===== src/rtl/io_pkg.sv =====
// Shared IO-region page map and load-decode helper for the input/output buffers.
package io_pkg;

  localparam logic [19:0] IO_LEDR_PAGE   = 20'h10000;
  localparam logic [19:0] IO_LEDG_PAGE   = 20'h10001;
  localparam logic [19:0] IO_HEX_LO_PAGE = 20'h10002;
  localparam logic [19:0] IO_HEX_HI_PAGE = 20'h10003;
  localparam logic [19:0] IO_LCD_PAGE    = 20'h10004;

  localparam logic [19:0] IO_SW_PAGE     = 20'h10010;
  localparam logic [19:0] IO_BTN_PAGE    = 20'h10011;
  localparam logic [19:0] IO_FLAG_PAGE   = 20'h10012;

  typedef enum logic [1:0] {
    RD_NONE,
    RD_SW,
    RD_BTN,
    RD_FLAG
  } rd_sel_e;

  function automatic rd_sel_e decode_rd(input logic [19:0] page);
    case (page)
      IO_SW_PAGE:   decode_rd = RD_SW;
      IO_BTN_PAGE:  decode_rd = RD_BTN;
      IO_FLAG_PAGE: decode_rd = RD_FLAG;
      default:      decode_rd = RD_NONE;
    endcase
  endfunction

endpackage


===== src/rtl/btn_debounce.sv =====
// One push-button: 2-flop synchronizer, consecutive-difference counter and
// stable level, with a single-cycle pulse on a debounced press (1->0).
module btn_debounce #(
  parameter int DB_CNT_W = 16,
  parameter int DB_LIMIT = 50000
) (
  input  logic i_clk,
  input  logic i_reset,
  input  logic i_btn,
  output logic o_stable,
  output logic o_press_pulse
);

  logic                r_sync1;
  logic                r_sync2;
  logic                r_stable;
  logic [DB_CNT_W-1:0] r_cnt;
  logic                w_diff;
  logic                w_done;

  assign w_diff = (r_sync2 != r_stable);
  assign w_done = w_diff && (r_cnt == DB_CNT_W'(DB_LIMIT - 1));

  always_ff @(posedge i_clk or negedge i_reset) begin
    if (!i_reset) begin
      r_sync1  <= 1'b1;
      r_sync2  <= 1'b1;
      r_stable <= 1'b1;
      r_cnt    <= '0;
    end else begin
      r_sync1 <= i_btn;
      r_sync2 <= r_sync1;
      // Any match clears the count, so it never wraps within its width.
      if (!w_diff) begin
        r_cnt <= '0;
      end else if (w_done) begin
        r_stable <= r_sync2;
        r_cnt    <= '0;
      end else begin
        r_cnt <= r_cnt + DB_CNT_W'(1);
      end
    end
  end

  assign o_stable      = r_stable;
  assign o_press_pulse = w_done && r_stable && !r_sync2;

endmodule


===== src/rtl/input_buffer.sv =====
// Memory-mapped input peripheral: synced switches, debounced buttons, sticky
// W1C press flags, registered load data and a level button interrupt.
module input_buffer
  import io_pkg::*;
#(
  parameter int DB_CNT_W = 16,
  parameter int DB_LIMIT = 50000,
  parameter int NUM_BTN  = 4
) (
  input  logic               i_clk,
  input  logic               i_reset,
  input  logic [31:0]        i_io_sw,
  input  logic [NUM_BTN-1:0] i_io_btn,
  input  logic [31:0]        i_io_addr,
  input  logic               i_io_rden,
  input  logic               f_io_wren,
  input  logic [31:0]        i_st_data,
  output logic [31:0]        o_ld_data,
  output logic               o_ld_valid,
  output logic               o_btn_irq
);

  logic [31:0]        r_sw_sync1;
  logic [31:0]        r_sw_sync2;
  logic [NUM_BTN-1:0] r_flags;
  logic [NUM_BTN-1:0] w_stable;
  logic [NUM_BTN-1:0] w_press;
  logic [NUM_BTN-1:0] w_clr;
  logic [31:0]        w_rd_data;
  logic               w_unused;

  assign w_unused = ^{i_io_addr[11:0], i_st_data[31:NUM_BTN]};

  for (genvar k = 0; k < NUM_BTN; k++) begin : g_btn
    btn_debounce #(
      .DB_CNT_W(DB_CNT_W),
      .DB_LIMIT(DB_LIMIT)
    ) u_db (
      .i_clk        (i_clk),
      .i_reset      (i_reset),
      .i_btn        (i_io_btn[k]),
      .o_stable     (w_stable[k]),
      .o_press_pulse(w_press[k])
    );
  end

  assign w_clr = (f_io_wren && (i_io_addr[31:12] == IO_FLAG_PAGE))
               ? i_st_data[NUM_BTN-1:0] : '0;

  always_comb begin
    w_rd_data = '0;
    case (decode_rd(i_io_addr[31:12]))
      RD_SW:   w_rd_data = r_sw_sync2;
      RD_BTN:  w_rd_data[NUM_BTN-1:0] = ~w_stable;
      RD_FLAG: w_rd_data[NUM_BTN-1:0] = r_flags;
      default: w_rd_data = '0;
    endcase
  end

  always_ff @(posedge i_clk or negedge i_reset) begin
    if (!i_reset) begin
      r_sw_sync1 <= '0;
      r_sw_sync2 <= '0;
      r_flags    <= '0;
      o_ld_data  <= '0;
      o_ld_valid <= 1'b0;
      o_btn_irq  <= 1'b0;
    end else begin
      r_sw_sync1 <= i_io_sw;
      r_sw_sync2 <= r_sw_sync1;
      // Set is OR'd after the clear mask so a same-cycle press survives.
      r_flags    <= (r_flags & ~w_clr) | w_press;
      o_btn_irq  <= |r_flags;
      o_ld_valid <= i_io_rden;
      if (i_io_rden) begin
        o_ld_data <= w_rd_data;
      end
    end
  end

endmodule


===== config.mk =====
export PLATFORM = sky130hd
export DESIGN_NAME = input_buffer
export DESIGN_NICKNAME = d
export VERILOG_FILES = /design/src/rtl/io_pkg.sv /design/src/rtl/btn_debounce.sv /design/src/rtl/input_buffer.sv
export SDC_FILE = /design/constraint.sdc
export NUM_CORES = 1
export LEC_CHECK = 0
export BUFFER_PORTS_ARGS = -buffer_cell sky130_fd_sc_hd__buf_4
export CAP_MARGIN = 10
export CORE_MARGIN = 10
export CORE_UTILIZATION = 50
export DETAILED_ROUTE_END_ITERATION = 16
export PLACE_DENSITY = 0.73
export SYNTH_ARGS = -nofsm -noshare
export SYNTH_HDL_FRONTEND = slang
export SYNTH_SLANG_ARGS = --single-unit

===== constraint.sdc =====
create_clock -name i_clk -period 1.8 [get_ports i_clk]
set_clock_uncertainty 0.05 [all_clocks]
set_input_delay 0.27 -clock i_clk [delete_from_list [all_inputs] [get_ports i_clk]]
set_output_delay 0.27 -clock i_clk [all_outputs]
set_load 0.02 [all_outputs]

Word level (Yosys, flattened, before mapping)
Cells that the tools add are included.
{ "word_totals": {"regBits": 178, "wordCells": 78} }
{ "classes": {"add_sub_neg": 4, "n_eq_ne": 14, "mux": 12, "bitwise_logic": 4, "n_reduce_logical": 22} }
{ "ops": {"columns": ["cell", "count"], "rows": [
  ["$mux 16", 8],
  ["$add 16x1->16 const B", 4],
  ["$eq 16x16->1 const B", 4],
  ["$eq 20x17->1 const B", 3],
  ["$mux 28", 1],
  ["$logic_and 1x1->1", 13],
  ["$pmux 4 s3", 1],
  ["$not 4->4", 2],
  ["$reduce_and 2->1", 4],
  ["$pmux 2 s3", 1],
  ["$and 4x4->4", 1],
  ["$eq 2x2->1 const B", 2],
  ["$logic_not 1->1", 4],
  ["$mux 4", 1],
  ["$ne 1x1->1", 4],
  ["$or 4x4->4", 1],
  ["$reduce_or 4->1", 1],
  ["$eq 2x1->1 const B", 1]
]} }

Depth between registers and ports, before layout
Gate-level depths: netlist of the first run.
{ "logic_depth": {"word_depth": 6, "ltp_mapped": 6} }

Modules after synthesis
Synthesis of the first run repeated with hierarchy kept, for this count alone.
{ "hier_totals": {"hier_cells": 575, "area_unflattened_um2": 7223.2} }
{ "modules_own_cells": {"columns": ["mod", "instances", "cells_each", "area_each_um2", "seq_area_each_um2"], "rows": [
  ["btn_debounce", 4, 84, 953.4, 479.2],
  ["input_buffer", 1, 239, 3409.5, 2552.4]
]} }

Worst setup path after synthesis of the first run
Ideal clock, no wire load.
{ "synth_timing": {"path_kind": "register -> register", "from": "register g_btn[3].u_db.r_cnt[7]", "to": "register g_btn[3].u_db.r_stable", "setup_ns": 0.082, "t_arrival_ns": 1.769, "setup_slack_ns": -0.101, "stages_incl_launch_ff": 4, "path_buffers": 0, "synth_period_minus_slack_ns": 1.901, "path_cell_list": "dfrtp_1 > or4b_1 > or4_4 > mux2_4"} }
{ "synth_between": {"elab_chain_len": 3} }
{ "synth_rtl": {"columns": ["element", "line", "rtl"], "rows": [
  ["from (decl)", "btn_debounce.sv:17", "logic [DB_CNT_W-1:0] r_cnt;"],
  ["from (signal assigned)", "btn_debounce.sv:40", "r_cnt <= r_cnt + DB_CNT_W'(1);"],
  ["$eq 16x16->1", "btn_debounce.sv:22", "assign w_done = w_diff && (r_cnt == DB_CNT_W'(DB_LIMIT - 1));"],
  ["$logic_and 1x1->1", "btn_debounce.sv:22", null],
  ["$reduce_and 2->1 (no source line)", null, null],
  ["to (signal assigned)", "btn_debounce.sv:37", "r_stable <= r_sync2;"],
  ["to (decl)", "btn_debounce.sv:16", "logic r_stable;"]
]} }
Every way passes these cells.
A chain may end at the register's enable or synchronous reset.

Worst setup path in the final report of the first run
{ "layout_timing": {"from": "register g_btn[3].u_db.r_cnt[10]", "to": "register g_btn[3].u_db.r_stable"} }
Same word-level chain as after synthesis.

==> impl_metrics.py, run 1 <==
metrics = {
    "placed_design": {
        "hpwl_um": 10600,
        "placed_cell_area_mm2": 0.00820,
        "portBuffers": 97,
        "dpl_worst_slack_ns": -0.154,
        "gp_congestion": 0.824,
        "dpl.cell_count": 886,
    },
    "final_layout": {
        "final_cells": 956,
        "final_util_pct": 65.9,
        "n_fill_cell": 1020,
        "layout-drive-gt1-share_pct": 23.1,
        "multi_input_area_mm2": 0.00236,
        "antenna_cells": 0,
        "fin_area_mm2": 0.00915,
        "area_delta_synth_final_pct": 29.1,
        "finalNetCount": 871,
        "seqCellArea_mm2": 0.00447,
    },
    "clock_network": {
        "cts_buffer_depth": 2,
        "cts_sinks": 178,
        "cts_made_buffers": 17,
        "clock_latency_ns": 0.42,
        "clk_pin_slew_ns": 0.07,
        "cts_max_level": 4,
        "cts_tree": "yes",
        "cts-root-buf": "clkbuf_16",
    },
    "die": {
        "placementRows": 43,
        "die_h_um": 139,
        "num_io_pins": 138,
        "chipWidth_um": 139,
        "fp.coreArea_mm2": 0.0139,
        "dieArea_mm2": 0.0193,
        "initial_core_util_pct": 51.1,
    },
    "detailed_routing": {
        "first_pass_iters": 4,
        "antenna_left": 0,
        "route.detailed.drc": 0,
        "postRouteWirelength_um": 15900,
        "drtIter0Drc": 340,
        "vias": 5123,
        "wl_per_cell_um": 16.7,
        "viasPerCell": 5.36,
    },
    "critical_path": {
        "path_class": "reg2reg",
        "worstSetupStartpointType": "register",
        "cpLargestDelayFamily": "simple AND/OR/NAND/NOR gates",
        "crit_chain": "or4b_1 -> or4_4 -> mux2_4",
        "worst_path_largest_cell_delay_ns": 0.58,
        "crit_required_ns": 2.10,
        "slowest_stage": "or4_4",
        "crit_fanout": 4,
        "crit_buf_inv": 0,
        "endpoint_kind": "register",
        "crit_arrival_ns": 2.24,
    },
    "timing": {
        "fmax_ghz": 0.518,
        "setup_viol": 18,
        "min_period_ns": 1.93,
        "slew_viol_final": 0,
        "final_hold_viol_count": 0,
        "worst_pin_slew_ns": 0.462,
        "worst_slack_ns": -0.131,
        "hold_ws_ns": 0.0853,
        "maxSlewHeadroom_pct": 68.9,
        "timing.final.crit_share_pct": 107,
        "rsz0062_at_grt": "yes",
    },
    "global_route": {
        "grt-ovfl-total": 0,
        "grt_pass1_wl_um": 26900,
        "grt_usage_pct": 16.7,
        "antenna_found_initial": 1,
        "grt_max_degree": 58,
        "grt_pass1_vias": 5464,
    },
    "synth": {
        "yosysTopAreaCell": "dfrtp_1",
        "yosys-top-cells-area": "dfrtp_1 59%, xnor2_1 5.8%, dfstp_2 4.4%",
        "synth_top_area_share_pct": 58.6,
        "syn-cell-area_mm2": 0.00709,
        "avgSynthCellArea_um2": 11.6,
        "postSynthCellCount": 611,
        "ys_types": 42,
        "ys_seq_area_share_pct": 63.1,
        "synth.net_count": 719,
        "synth_warnings": 0,
        "ys_seq_elements": 178,
    },
    "worst_hold_path": {
        "hold_class": "in2reg",
    },
    "power": {
        "vdd_drop_max_mv": 0.694,
        "power_density_mw_per_mm2": 890,
        "leakage_nw": 3.91,
    },
    "status": {
        "outcome": "complete, but fails checks",
        "violations": "negative setup slack",
    },
    "run": {
        "maxCapViolations": 0,
    },
}
==> cell families after synthesis <==
family / count (synthesis) / synth area share (%)
buffers and inverters: 69 / 3.87
flip-flops: 178 / 63.1
multiplexers: 8 / 1.25
AND/OR/NAND/NOR: 250 / 20.4
adder cells (fa/ha/maj): 4 / 0.706
AO/OA/AOI/OAI: 44 / 3.60
XOR/XNOR: 58 / 7.17
==> power by group <==
group	total, mW	internal [mW]	leakage (nW)	switching, mW
clock	3.55	1.94	0.268	1.61
combinational	0.434	0.219	1.36	0.214
sequential	4.16	4.11	2.28	0.0493
==> flip-flops by register name, summed over array words and instances (netlist names) <==
name / count
r_sw_sync1: 32
o_ld_data: 32
g_btn.u_db.r_sync1: 4
r_flags: 4
g_btn.u_db.r_cnt: 64
o_ld_valid: 1
g_btn.u_db.o_stable: 4
r_sw_sync2: 32
o_btn_irq: 1
g_btn.u_db.r_sync2: 4
==> synthesized netlist by cell type, drive strengths merged <==
cell type / count
mux2: 4
nand3: 21
inv: 41
nand4: 48
nor4: 21
o31ai: 2
mux2i: 4
xor2: 11
nor4bb: 6
nand2b: 1
nor2: 67
and4b: 1
dfrtp: 166
and4: 1
or4: 5
clkbuf: 19
nor4b: 3
or4b: 3
xnor2: 47
nand4b: 4
dfstp: 12
and3b: 1
ha: 4
and3: 4
o21ai: 28
nand2: 18
or2: 1
a21o: 4
nor3: 13
o22ai: 4
o22a: 4
buf: 9
nor3b: 32
a21oi: 2
==> timing repair <==
item,4_1_cts,5_1_grt
hold buffers,37,0
pin swaps,2,2
gates resized for setup,1,1
hold endpoints to repair,66,0
buffers inserted,0,1
setup endpoints to repair,18,29
==> metrics by stage <==
step / TNS [ns] / power (mW)
2_1_floorplan: -0.818 / 4.35
3_3_place_gp: -4.49 / 4.59
3_5_place_dp: -5.63 / 4.60
4_1_cts: -1.85 / 8.23
5_1_grt: -2.59 / 8.44
6_report: -1.94 / 8.15
==> layout by cell type (no fill, tap or decap), types with 6 or more instances in the layout <==
cell type,synthesis,routed
buf_4,1,117
xnor2_1,47,47
inv_1,41,41
nor3_1,13,13
dfstp_2,12,12
xor2_1,11,11
dfrtp_1,166,166
o21ai_0,28,28
buf_12,0,6
nand3_1,21,21
nor3b_1,32,31
dlygate4sd3_1,0,37
clkbuf_16,0,17
nor4_1,20,19
nand4_1,48,48
inv_6,0,8
nor4bb_1,6,6
nand2_1,17,17
nor2_1,67,67
==> final cells by class <==
class                      count  share of cell area (%)
clock buffer                  17                    4.65
clock inverter                15                    1.57
inverter                      41                    1.68
multi-input combinational    364                    25.7
sequential                   178                    48.8
tap                          180                    2.46
timing repair buffer         161                    15.1
==> final timing paths <==
kind                                                        start                            endpoint  slack [ns]  depth (start not counted)
max in group asynchronous                                 i_reset  g_btn[3].u_db.o_stable$_DFFE_PN1P_        0.78                          3
worst min-delay path                                    i_io_rden                o_ld_valid$_DFF_PN0_        0.09                          1
min in group asynchronous                                 i_reset            r_sw_sync1[25]$_DFF_PN0_        0.26                          2
worst min register to register            r_sw_sync1[7]$_DFF_PN0_             r_sw_sync2[7]$_DFF_PN0_        0.30                          0
worst max register to register  g_btn[3].u_db.r_cnt[10]$_DFF_PN0_  g_btn[3].u_db.o_stable$_DFFE_PN1P_       -0.13                          3
worst max-delay path            g_btn[3].u_db.r_cnt[10]$_DFF_PN0_  g_btn[3].u_db.o_stable$_DFFE_PN1P_       -0.13                          3
==> worst reg2reg max path, stage by stage (launching register included) <==
cell and delay (ns):
dfrtp_1 0.38, or4b_1 0.53, or4_4 0.58, mux2_4 0.31
==> routing by layer <==
layer  vias up  track usage (%)  part of all wire [%]
met2       110             29.1                    53
met5         -                0                  0.13
li1       2423                -                     -
met3        28             4.49                   4.2
met4         2             7.25                   2.3
met1      2560             18.8                    41
Power figures use the tool's default switching activity.
==> run 2: changes to the inputs <==
CAP_MARGIN = 30   (was 10)
TNS_END_PERCENT = 1   (was not set)
==> run 2 against run 1 <==
Net effect: clock power is 22% higher; largest cell class unchanged; cell count rose by 0.42%; power up 9.7%; critical path depth stayed put; final area up 1.7%; via count is 0.92% higher; register-to-register slack worse by 0.02 ns; sequential cell count unchanged; maximum frequency decreased by 1.0%; critical path type unchanged; the flow still finishes with violations (negative setup slack).
==> impl_metrics.py, run 2 (synthesis results as in run 1) <==
metrics = {
    "global_route": {
        "met3_usage_pct": 4.62,
        "grt_max_degree": 68,
        "grt_usage_pct": 17.1,
        "grt-ovfl-total": 0,
        "antenna_found_initial": 0,
        "grt.met2_usage_pct": 29.1,
        "grt_pass1_vias": 5528,
        "met1_usage_pct": 20.1,
        "grt.busiest_layer": "met2",
        "grt_pass1_wl_um": 27300,
    },
    "final_layout": {
        "largest_register": "g_btn.u_db.r_cnt",
        "final_cells": 960,
        "n_fill_cell": 996,
        "final_common_cell": "dfrtp_1",
        "largest_reg_flops": 64,
        "layout-drive-gt1-share_pct": 23.7,
        "final_util_pct": 67.1,
        "area_delta_synth_final_pct": 31.4,
        "fin_area_mm2": 0.00931,
        "final_cell_mix": "166 x dfrtp_1, 122 x buf_4, 67 x nor2_1, 48 x nand4_1, 47 x xnor2_1",
        "finalNetCount": 874,
    },
    "critical_path": {
        "endpoint_kind": "register",
        "crit_arrival_ns": 2.26,
        "crit_required_ns": 2.10,
        "crit_fanout": 4,
        "r2r_start": "g_btn[3].u_db.r_cnt[12]$_DFF_PN0_",
        "startpoint": "g_btn[3].u_db.r_cnt[12]$_DFF_PN0_",
        "path_class": "reg2reg",
        "worstSetupStartpointType": "register",
    },
    "status": {
        "outcome": "complete, but fails checks",
        "violations": "negative setup slack",
    },
    "timing": {
        "final_hold_viol_count": 0,
        "rsz0062_at_grt": "yes",
        "worst_pin_slew_ns": 0.552,
        "fmax_ghz": 0.513,
        "min_period_ns": 1.95,
        "timing.final.crit_share_pct": 108,
        "setup_viol": 18,
        "maxSlewHeadroom_pct": 63.2,
        "slew_viol_final": 0,
        "worst_slack_ns": -0.151,
    },
    "run": {
        "maxCapViolations": 0,
    },
    "power": {
        "leakage_nw": 4.00,
        "vdd_drop_max_mv": 0.819,
        "power_density_mw_per_mm2": 960,
        "power.total_mw": 8.94,
    },
    "detailed_routing": {
        "first_pass_iters": 4,
        "wl_per_cell_um": 17.1,
        "antenna_left": 0,
        "viasPerCell": 5.39,
        "route.detailed.drc": 0,
        "postRouteWirelength_um": 16500,
        "drtIter0Drc": 274,
        "vias": 5170,
    },
    "placed_design": {
        "dpl.cell_count": 889,
        "placed_cell_area_mm2": 0.00819,
        "dpl_worst_slack_ns": -0.152,
        "hpwl_um": 10800,
        "gp_congestion": 0.868,
        "portBuffers": 97,
    },
    "clock_network": {
        "clk_pin_slew_ns": 0.07,
        "cts-root-buf": "clkbuf_16",
        "cts_max_level": 4,
        "cts_tree": "yes",
        "cts_buffer_depth": 2,
        "cts_sinks": 178,
        "cts_made_buffers": 17,
        "clock_latency_ns": 0.43,
    },
    "die": {
        "fp.coreArea_mm2": 0.0139,
        "num_io_pins": 138,
        "chipWidth_um": 139,
        "placementRows": 43,
        "die_h_um": 139,
        "initial_core_util_pct": 51.1,
        "dieArea_mm2": 0.0193,
    },
    "worst_hold_path": {
        "hold_start": "i_st_data[2]",
        "hold_class": "in2reg",
    },
}
run 2: final timing paths:
kind                                                      end  slack [ns]  depth (start not counted)
max in group asynchronous     g_btn[2].u_db.r_sync1$_DFF_PN1_        0.91                          3
hold / removal                           r_flags[2]$_DFF_PN0_        0.10                          3
setup reg to reg           g_btn[3].u_db.o_stable$_DFFE_PN1P_       -0.15                          3
hold reg to reg                       r_sw_sync2[7]$_DFF_PN0_        0.29                          0
min in group asynchronous           o_ld_data[23]$_DFFE_PN0P_        0.18                          2
setup / recovery           g_btn[3].u_db.o_stable$_DFFE_PN1P_       -0.15                          3
run 2: metal layers:
layer,up-vias,wire length (um)
met5,-,0
met4,0,334
met3,24,669
met2,102,8580
met1,2612,6880
li1,2432,-
run 2: cell type report:
cell class	instances	area, um2	share of cell area [%]
tap	180	225	2.42
sequential	178	4470	48.0
clock inverter	13	254	2.73
clock buffer	19	443	4.76
multi-input combinational	364	2380	25.6
timing repair buffer	164	1380	14.8
inverter	41	154	1.65
antenna	1	2.50	0.0269
run 2: power breakdown:
group / internal, mW / leakage [nW] / switching (mW)
sequential: 4.11 / 2.28 / 0.0498
clock: 2.79 / 0.338 / 1.55
combinational: 0.219 / 1.38 / 0.217
run 2: per-stage QoR:
stage	setup TNS, ns	hold WS, ns
3_5_place_dp	-5.06	0.0523
5_1_grt	-2.36	0.110
3_3_place_gp	-4.00	0.0530
4_1_cts	-1.24	0.0926
6_report	-1.54	0.100
2_1_floorplan	-0.866	-0.0756
run 2: worst max-delay path: stages, from the launching register on:
cell     delay (ns)
dfrtp_1        0.38
or4b_4         0.54
or4_4          0.60
mux2_4         0.32
run 2: what timing repair did:
item	4_1_cts	5_1_grt
buffers inserted	0	1
pin swaps	4	3
endpoints found under the hold margin	202	0
hold buffers	37	0
setup endpoints to repair	18	35
resized for setup	1	6
